[src/rtl/arb_pkg.sv]
// Shared types and helpers for the round-robin burst arbiter.
// Latency: none (types and pure functions only).
// Backpressure: not applicable.
package arb_pkg;

    // Widest requester vector the helper functions handle; N must not exceed it.
    localparam int ARB_MAX_N = 32;

    typedef enum logic {
        ARB_IDLE = 1'b0,
        ARB_BUSY = 1'b1
    } arb_state_e;

    typedef logic [ARB_MAX_N-1:0] arb_vec_t;

    // Thermometer mask selecting requesters at or above the priority pointer.
    function automatic arb_vec_t rr_mask(input int unsigned ptr);
        arb_vec_t m;
        for (int unsigned i = 0; i < ARB_MAX_N; i++) begin
            m[i] = (i >= ptr);
        end
        return m;
    endfunction

    // Index of the set bit in a one-hot (or zero) vector; zero maps to 0.
    function automatic int unsigned onehot2idx(input arb_vec_t oh);
        int unsigned idx;
        idx = 0;
        for (int unsigned i = 0; i < ARB_MAX_N; i++) begin
            if (oh[i]) begin
                idx = idx | i;
            end
        end
        return idx;
    endfunction

endpackage

[src/rtl/fixed_priority_arbiter.sv]
// Fixed-priority picker: lowest set request bit wins.
// Latency: purely combinational.
// Backpressure: none; output follows req every cycle.
// Ports: req (WIDTH requests in), gnt (one-hot or zero grant out).
module fixed_priority_arbiter #(
    parameter int WIDTH = 4
) (
    input  logic [WIDTH-1:0] req,
    output logic [WIDTH-1:0] gnt
);

    // Two's-complement trick isolates the lowest set bit.
    assign gnt = req & (~req + WIDTH'(1));

endmodule

[src/rtl/rr_burst_arbiter.sv]
// Round-robin arbiter granting one requester a whole burst of len+1 beats.
// Latency: request at edge t -> registered grant after edge t+1; one idle cycle between bursts.
// Backpressure: res_ready low stalls the burst count; grant is held through stalls.
// Ports: clk, rst_n; req[N], req_len[N*LEN_W] (sampled at grant), res_ready;
//        grant[N] one-hot, grant_vld, grant_idx, beat, beat_last.
module rr_burst_arbiter
    import arb_pkg::*;
#(
    parameter int N     = 4,
    parameter int LEN_W = 4,
    localparam int IDX_W = (N > 1) ? $clog2(N) : 1
) (
    input  logic               clk,
    input  logic               rst_n,
    input  logic [N-1:0]       req,
    input  logic [N*LEN_W-1:0] req_len,
    input  logic               res_ready,
    output logic [N-1:0]       grant,
    output logic               grant_vld,
    output logic [IDX_W-1:0]   grant_idx,
    output logic               beat,
    output logic               beat_last
);

    arb_state_e       state, state_nxt;
    logic [IDX_W-1:0] ptr, ptr_nxt, grant_idx_nxt, win_idx, idx_inc;
    logic [N-1:0]     grant_nxt, req_masked, gnt_masked, gnt_raw, win_oh;
    logic [LEN_W-1:0] cnt, cnt_nxt, win_len;
    logic             cur_req, release_burst;

    // Masked pick gives round-robin order; raw pick handles wrap-around.
    assign req_masked = N'(arb_vec_t'(req) & rr_mask(32'(ptr)));

    fixed_priority_arbiter #(.WIDTH(N)) u_fpa_masked (
        .req (req_masked),
        .gnt (gnt_masked)
    );

    fixed_priority_arbiter #(.WIDTH(N)) u_fpa_raw (
        .req (req),
        .gnt (gnt_raw)
    );

    assign win_oh  = (|gnt_masked) ? gnt_masked : gnt_raw;
    assign win_idx = IDX_W'(onehot2idx(arb_vec_t'(win_oh)));
    assign win_len = req_len[win_idx*LEN_W +: LEN_W];

    assign cur_req       = req[grant_idx];
    assign grant_vld     = |grant;
    assign beat          = grant_vld & res_ready & cur_req;
    assign beat_last     = beat & (cnt == '0);
    // Dropping the request mid-burst releases exactly like a last beat.
    assign release_burst = (state == ARB_BUSY) & (beat_last | ~cur_req);

    // Explicit compare keeps non-power-of-two N from indexing past N-1.
    assign idx_inc = (grant_idx == IDX_W'(N - 1)) ? '0 : grant_idx + IDX_W'(1);

    // State register plus the burst datapath registers.
    always_ff @(posedge clk or negedge rst_n) begin
        if (!rst_n) begin
            state     <= ARB_IDLE;
            grant     <= '0;
            grant_idx <= '0;
            ptr       <= '0;
            cnt       <= '0;
        end else begin
            state     <= state_nxt;
            grant     <= grant_nxt;
            grant_idx <= grant_idx_nxt;
            ptr       <= ptr_nxt;
            cnt       <= cnt_nxt;
        end
    end

    // Next-state logic.
    always_comb begin
        state_nxt = state;
        case (state)
            ARB_IDLE: if (|req) state_nxt = ARB_BUSY;
            ARB_BUSY: if (release_burst) state_nxt = ARB_IDLE;
            default:  state_nxt = ARB_IDLE;
        endcase
    end

    // Next values of the registered outputs and burst counter.
    always_comb begin
        grant_nxt     = grant;
        grant_idx_nxt = grant_idx;
        ptr_nxt       = ptr;
        cnt_nxt       = cnt;
        case (state)
            ARB_IDLE: begin
                if (|req) begin
                    grant_nxt     = win_oh;
                    grant_idx_nxt = win_idx;
                    cnt_nxt       = win_len;
                end
            end
            ARB_BUSY: begin
                if (release_burst) begin
                    grant_nxt     = '0;
                    grant_idx_nxt = '0;
                    ptr_nxt       = idx_inc;
                end else if (beat) begin
                    cnt_nxt = cnt - LEN_W'(1);
                end
            end
            default: begin
                grant_nxt     = '0;
                grant_idx_nxt = '0;
            end
        endcase
    end

`ifndef SYNTHESIS
    a_grant_onehot0 : assert property (@(posedge clk) disable iff (!rst_n) $onehot0(grant));
`endif

endmodule

[config.mk]
export PLATFORM = sky130hd
export DESIGN_NAME = rr_burst_arbiter
export DESIGN_NICKNAME = d
export VERILOG_FILES = /design/src/rtl/arb_pkg.sv /design/src/rtl/fixed_priority_arbiter.sv /design/src/rtl/rr_burst_arbiter.sv
export SDC_FILE = /design/constraint.sdc
export NUM_CORES = 1
export LEC_CHECK = 0
export CELL_PAD_IN_SITES_DETAIL_PLACEMENT = 0
export CELL_PAD_IN_SITES_GLOBAL_PLACEMENT = 1
export CORE_MARGIN = 4
export CORE_UTILIZATION = 33
export CTS_BUF_LIST = sky130_fd_sc_hd__clkbuf_4 sky130_fd_sc_hd__clkbuf_8 sky130_fd_sc_hd__clkbuf_16
export CTS_CLUSTER_DIAMETER = 100
export DETAILED_ROUTE_END_ITERATION = 10
export PLACE_DENSITY_LB_ADDON = 0.08
export SYNTH_ARGS = -nofsm -noshare
export SYNTH_HDL_FRONTEND = slang
export SYNTH_SLANG_ARGS = --single-unit
[constraint.sdc]
create_clock -name clk -period 2.45 [get_ports clk]
set_input_delay 0.49 -clock clk [delete_from_list [all_inputs] [get_ports clk]]
set_output_delay 0.49 -clock clk [all_outputs]
set_load 0.05 [all_outputs]
==> results of run 1 <==
through the flow:
stage                     instances  area, sq um
after CTS                       170         1360
after floorplan                 104          980
final                           170         1370
after global placement          166         1330
after detailed placement        166         1330
after global routing            170         1370
worst min path at each step:
stage / startpoint / to / cells past startpoint
floorplan: rst_n / cnt[0] / 0
global placement: grant[3] / grant[3] / 2
detailed placement: grant[3] / grant[3] / 2
CTS: grant[3] / grant[3] / 2
global route: cnt[1] / cnt[1] / 1
finish: grant[3] / grant[3] / 2
layer usage:
metal	global-route usage, %	wire, um	up-vias
li1	-	-	461
met1	19.2	1260	434
met2	19.3	1040	39
met3	2.88	163	5
met4	7.44	60	0
met5	0	0	-
logic make-up (layout without fill, tap and decap cells):
kind of cell	Yosys count	in the layout	share of synthesized area [%]
AO/OA/AOI/OAI	38	38	31.4
AND/OR/NAND/NOR	30	30	15.3
flip-flops	13	13	33.2
buffers and inverters	13	48	7.53
multiplexers	7	7	8.68
adder cells (fa/ha/maj)	3	3	3.83
flip-flops by register name (all words and copies together) (netlist names):
signal / count
grant_idx: 2
state: 1
grant: 4
cnt: 4
ptr: 2
where the power goes:
group | internal [mW] | leakage (nW) | switching (mW)
logic | 0.443 | 0.405 | 0.630
clock network | 0.0744 | 0.0184 | 0.0731
registers | 0.314 | 0.160 | 0.141
total | 0.832 | 0.583 | 0.843
worst reg2reg max path: stages (launching register included):
cell and delay [ns]:
sky130_fd_sc_hd__dfrtp_1 0.48, sky130_fd_sc_hd__and2b_1 0.25, sky130_fd_sc_hd__inv_1 0.08, sky130_fd_sc_hd__o221ai_4 0.33, sky130_fd_sc_hd__mux2i_1 0.26, sky130_fd_sc_hd__o32ai_1 0.11, sky130_fd_sc_hd__a221o_1 0.29
layout by cell type (no fill, tap or decap), types with 4 or more instances in the layout:
cell type                         count
sky130_fd_sc_hd__inv_1                5
sky130_fd_sc_hd__nand2_1              9
sky130_fd_sc_hd__a21oi_1              6
sky130_fd_sc_hd__dfrtp_1             13
sky130_fd_sc_hd__o21ai_0              5
sky130_fd_sc_hd__o22ai_1              5
sky130_fd_sc_hd__clkbuf_4             4
sky130_fd_sc_hd__nor2_1               8
sky130_fd_sc_hd__clkdlybuf4s50_1     27
sky130_fd_sc_hd__mux2i_1              4
sky130_fd_sc_hd__buf_4                7
synth_stat cells (2+ instances only):
cell / instances
sky130_fd_sc_hd__dfrtp_1: 13
sky130_fd_sc_hd__a32o_1: 2
sky130_fd_sc_hd__buf_4: 2
sky130_fd_sc_hd__inv_2: 2
sky130_fd_sc_hd__mux2_2: 2
sky130_fd_sc_hd__o221ai_1: 3
sky130_fd_sc_hd__nand3_1: 3
sky130_fd_sc_hd__o211ai_1: 2
sky130_fd_sc_hd__nor2_1: 8
sky130_fd_sc_hd__o21ai_0: 5
sky130_fd_sc_hd__ha_1: 3
sky130_fd_sc_hd__buf_6: 2
sky130_fd_sc_hd__nand2_1: 9
sky130_fd_sc_hd__a22o_1: 3
sky130_fd_sc_hd__a21oi_1: 6
sky130_fd_sc_hd__o22ai_1: 5
sky130_fd_sc_hd__inv_1: 5
sky130_fd_sc_hd__mux2i_1: 4
cell type report:
type,instances,area [sq um]
tap,31,38.8
multi-input combinational,78,581
clock buffer,4,30.0
timing repair buffer,37,364
sequential,13,325
inverter,7,26.3
fill,294,1440
what timing repair did:
item	CTS	global route
setup endpoints to repair	1	2
hold buffers	0	0
cloned	0	0
resized for setup	1	1
==> reports/metrics.csv, run 1 <==
stage;metric;value;unit
run_status;outcome;complete, no violations;
floorplan;Die W;62.5;um
critical_path;number of cells on the worst reg-to-reg path;6;
drt;vias per std cell;5.52;
synthesis;share of flip-flops with an asynchronous set or reset;100;%
critical_path;Crit Reg-Reg Endpoint;cnt[2];
sta;Min Clock Period, post-route;2.39;ns
sta;final number of max-transition violations;0;
floorplan;overall die area;3900;sq um
finish;proportion of layout cells with a drive suffix above 1;17.3;%
critical_path;critical path arrival;1.90;ns
global_route;pin count of the biggest net entering global routing;14;
drt;DRC errors left;0;
synthesis;post-synthesis instance area;980;sq um
drt;count of vias placed by the detailed router;939;
critical_path;Levels on crit path;5;
critical_path;launch point of the critical path;req[2];
placement;Detail Placement HPWL;2070;um
synthesis;library cell with the largest summed area after synthesis;sky130_fd_sc_hd__dfrtp_1;
critical_path;kind of cell with the highest combined delay on the critical path;buffers and inverters;
floorplan;die height;62.5;um
sta;final worst hold slack;0.531;ns
critical_path;Setup CP Type;input pin to primary output;
finish;number of nets in the finished design;166;
pwr;reported leakage power;0.583;nW
cts;number of levels the H-tree was split into;1;
critical_path;startpoint class of the critical path;input pin;
floorplan;starting density of the core;34.9;%
drt;per-cell routed wire length;14.8;um
cts;buffers from clock root to sink, at most;2;
drt;post-detailed-routing wire length;2520;um
sta;number of setup violations in the final report;0;
sta;Setup Total Neg Slack;0;ns
drt;number of detailed-routing iterations run before antenna repair;5;
critical_path;crit path capture;beat;
synthesis;number of register bits inferred by synthesis;13;
sta;minimum setup slack in the final design;0.0618;ns
critical_path;register-to-register setup slack;0.55;ns
critical_path;critical path's slowest cell;sky130_fd_sc_hd__mux4_2;
synthesis;top cell type's share of synthesized area;33.2;%
critical_path;crit path cell chain;clkdlybuf4s50_1, mux4_2, nand3_2, inv_2, buf_4;
sta;RSZ-0062 raised after global routing;false;
synthesis;total number of yosys warnings;0;
finish;n_diodes;0;
sta;worst rel slew slack;61.3;%
placement;worst-case setup slack after placement;0.0341;ns
cts;Setup Fix Bufs, Post-CTS;0;
finish;relative area change from synthesis to final layout;39.3;%
global_route;wire length of the first global-routing pass;4320;um
synthesis;Most used DFF post-synth;sky130_fd_sc_hd__dfrtp_1;
cts;clock transition at the registers of the reported paths;0.08;ns
pwr;power density relative to cell area;1230;nW/um^2
global_route;via count of the first global-routing pass;932;
synthesis;post-synthesis average cell area;9.42;sq um
synthesis;count of cell types in the netlist;43;
synthesis;sequential cell area fraction in the yosys report;33.2;%
global_route;total global routing overflow;0;
pwr;worst vdd ir;0.000364;V
global_route;total track usage;13.7;%
cts;root buffer cell;sky130_fd_sc_hd__clkbuf_4;
placement;final weighted congestion in routability-driven placement;0.784;
cts;Clock Sinks;13;
floorplan;I/O pin count;32;
sta;worst clock skew on the final layout;0.00428;ns
critical_path;biggest cell delay along the critical path;0.54;ns
critical_path;count of buffering cells on the critical path with inverters included;3;
critical_path;critical path capture point type;primary output;
critical_path;highest net fanout along the worst path;5;
synthesis;count of flip-flops with a built-in enable after synthesis;0;
cts;clock tree from TritonCTS;done;
synthesis;cells after synthesis;104;
sta;Fin. Hold Viols;0;
synthesis;Synthesized Nets;130;
sta;top achievable clock speed;0.419;GHz
drt;remaining antenna violation count after routing;0;
floorplan;Row Count;19;
floorplan;floorplan core area;2810;sq um
min_path;HP Class;register to register;
synthesis;ranking of synthesized cells by area;sky130_fd_sc_hd__dfrtp_1, sky130_fd_sc_hd__mux2i_1, sky130_fd_sc_hd__ha_1, sky130_fd_sc_hd__nand2_1, sky130_fd_sc_hd__o22ai_1;
critical_path;Reg2Reg Launch Point;ptr[0];
pwr;post-layout total power;1.68;mW
job;Max-Cap Viols;0;
cts;insertion delay to the later sink of the worst-skew pair;0.28;ns
finish;final design utilization;48.7;%
critical_path;worst path required time;1.96;ns
sta;worst slew pin tran;0.579;ns
drt;initial drt markers;33;
global_route;number of antenna violations at the first check in global routing;0;
placement;PortBufs;31;
sta;portion of the clock cycle consumed by the worst path in the final layout;97.5;%
cts;Inserted Clock Buffers;3;
No activity file was read; power rests on OpenSTA's default activity.
==> run 2, diff against run 1 <==
clock period = 2.6 ns   (was 2.45 ns; I/O delays follow)
==> reports/metrics.csv, run 2 (synthesis results as in run 1) <==
stage;metric;value;unit
run_status;outcome;complete, no violations;
placement;Detail Placement HPWL;2070;um
finish;largest registers;cnt (4), grant (4);
sta;top achievable clock speed;0.402;GHz
finish;proportion of layout cells with a drive suffix above 1;16.7;%
drt;initial drt markers;37;
sta;Setup Total Neg Slack;0;ns
cts;clock transition at the registers of the reported paths;0.08;ns
sta;worst clock skew on the final layout;0.00458;ns
drt;DRC errors left;0;
min_path;hold wc startpoint;grant[3];
critical_path;highest net fanout along the worst path;7;
cts;Inserted Clock Buffers;3;
min_path;worst hold path endpoint;grant[3];
cts;buffers from clock root to sink, at most;2;
critical_path;number of cells on the worst reg-to-reg path;6;
cts;post-CTS sizing;0;
finish;commonest non-fill, non-tap cell in the layout;sky130_fd_sc_hd__clkdlybuf4s50_1;
min_path;HP Class;register to register;
floorplan;die height;62.5;um
pwr;worst vdd ir;0.000372;V
sta;final worst hold slack;0.524;ns
pwr;reported leakage power;0.567;nW
drt;count of vias placed by the detailed router;925;
global_route;via count of the first global-routing pass;921;
finish;post-route cell area;1360;sq um
sta;worst rel slew slack;58.8;%
critical_path;startpoint class of the critical path;input pin;
cts;Clock Sinks;13;
sta;Min Clock Period, post-route;2.49;ns
critical_path;Crit Reg-Reg Endpoint;cnt[2];
floorplan;overall die area;3900;sq um
job;Max-Cap Viols;0;
sta;final number of max-transition violations;0;
min_path;hold-critical path depth;2;
critical_path;Reg2Reg Launch Point;ptr[0];
drt;post-detailed-routing wire length;2600;um
pwr;power density relative to cell area;1170;nW/um^2
cts;clock tree from TritonCTS;done;
global_route;pin count of the biggest net entering global routing;14;
global_route;total track usage;14.0;%
finish;number of nets in the finished design;165;
drt;number of detailed-routing iterations run before antenna repair;4;
placement;PortBufs;31;
global_route;wire length of the first global-routing pass;4380;um
cts;insertion delay to the later sink of the worst-skew pair;0.27;ns
cts;count of hold buffers inserted by post-cts repair;0;
floorplan;I/O pin count;32;
placement;Placed Instance Area;1330;sq um
finish;relative area change from synthesis to final layout;38.4;%
critical_path;critical path capture point type;primary output;
critical_path;register-to-register setup slack;0.70;ns
finish;n_diodes;0;
drt;per-cell routed wire length;15.4;um
cts;root buffer cell;sky130_fd_sc_hd__clkbuf_4;
floorplan;Die W;62.5;um
sta;number of setup violations in the final report;0;
sta;worst slew pin tran;0.616;ns
global_route;total global routing overflow;0;
sta;RSZ-0062 raised after global routing;false;
pwr;post-layout total power;1.59;mW
drt;remaining antenna violation count after routing;0;
floorplan;floorplan core area;2810;sq um
sta;portion of the clock cycle consumed by the worst path in the final layout;95.8;%
floorplan;starting density of the core;34.9;%
floorplan;Row Count;19;
sta;Fin. Hold Viols;0;
finish;final design utilization;48.3;%
cts;number of levels the H-tree was split into;1;
critical_path;worst path required time;2.08;ns
placement;final weighted congestion in routability-driven placement;0.791;
drt;vias per std cell;5.47;
critical_path;critical path arrival;1.97;ns
cts;Setup Fix Bufs, Post-CTS;0;
global_route;number of antenna violations at the first check in global routing;0;
finish;top library cells by usage in the layout, fill and taps aside;sky130_fd_sc_hd__clkdlybuf4s50_1, sky130_fd_sc_hd__dfrtp_1, sky130_fd_sc_hd__nand2_1, sky130_fd_sc_hd__nor2_1;
critical_path;Setup CP Type;input pin to primary output;
## run 2: changes by cell type in the layout (fill, tap and decap cells not counted), sizes merged
cell | before | now
clkdlybuf4s50 | 27 | 29
buf | 8 | 7
dlygate4sd2 | 1 | 0
dlymetal6s2s | 1 | 0
## run 2: metal layers
layer / part of all wire, % / track usage (%)
met3: 5.8 / 3.06
met4: 1.6 / 6.61
met2: 42 / 19.6
met1: 50 / 20.2
met5: 0 / 0
## run 2: worst max path at each step
| stage | from | endpoint | slack [ns] | cells past startpoint |
|---|---|---|---|---|
| after global placement | req[3] | beat | 0.13 | 5 |
| after floorplan | grant_idx[0] | beat_last | 0.27 | 3 |
| after detailed placement | req[3] | beat | 0.11 | 5 |
| after CTS | req[3] | beat | 0.11 | 5 |
| after global routing | req[3] | beat_last | 0.04 | 5 |
| final | req[3] | beat | 0.11 | 5 |
## run 2: worst max-delay path: stages
cell	delay [ns]
sky130_fd_sc_hd__clkdlybuf4s50_1	0.52
sky130_fd_sc_hd__mux4_2	0.55
sky130_fd_sc_hd__nand3_2	0.13
sky130_fd_sc_hd__inv_2	0.06
sky130_fd_sc_hd__buf_4	0.19
## run 2: stage by stage
step	instances	worst slack (ns)
2_1_floorplan	104	0.273
3_3_place_gp	165	0.129
3_5_place_dp	165	0.108
4_1_cts	169	0.107
5_1_grt	169	0.0421
6_report	169	0.110
## run 2: layout make-up
cell class | instances | area (sq um)
fillers | 286 | 1450
well taps | 31 | 38.8
multi-input cells | 78 | 581
repair buffers | 36 | 355
clock buffers | 4 | 30.0
flip-flops and latches | 13 | 325
inverters | 7 | 26.3
## run 2: power by group
group	switching, mW	internal (mW)
combinational	0.592	0.429
clock	0.0674	0.0698
sequential	0.135	0.296
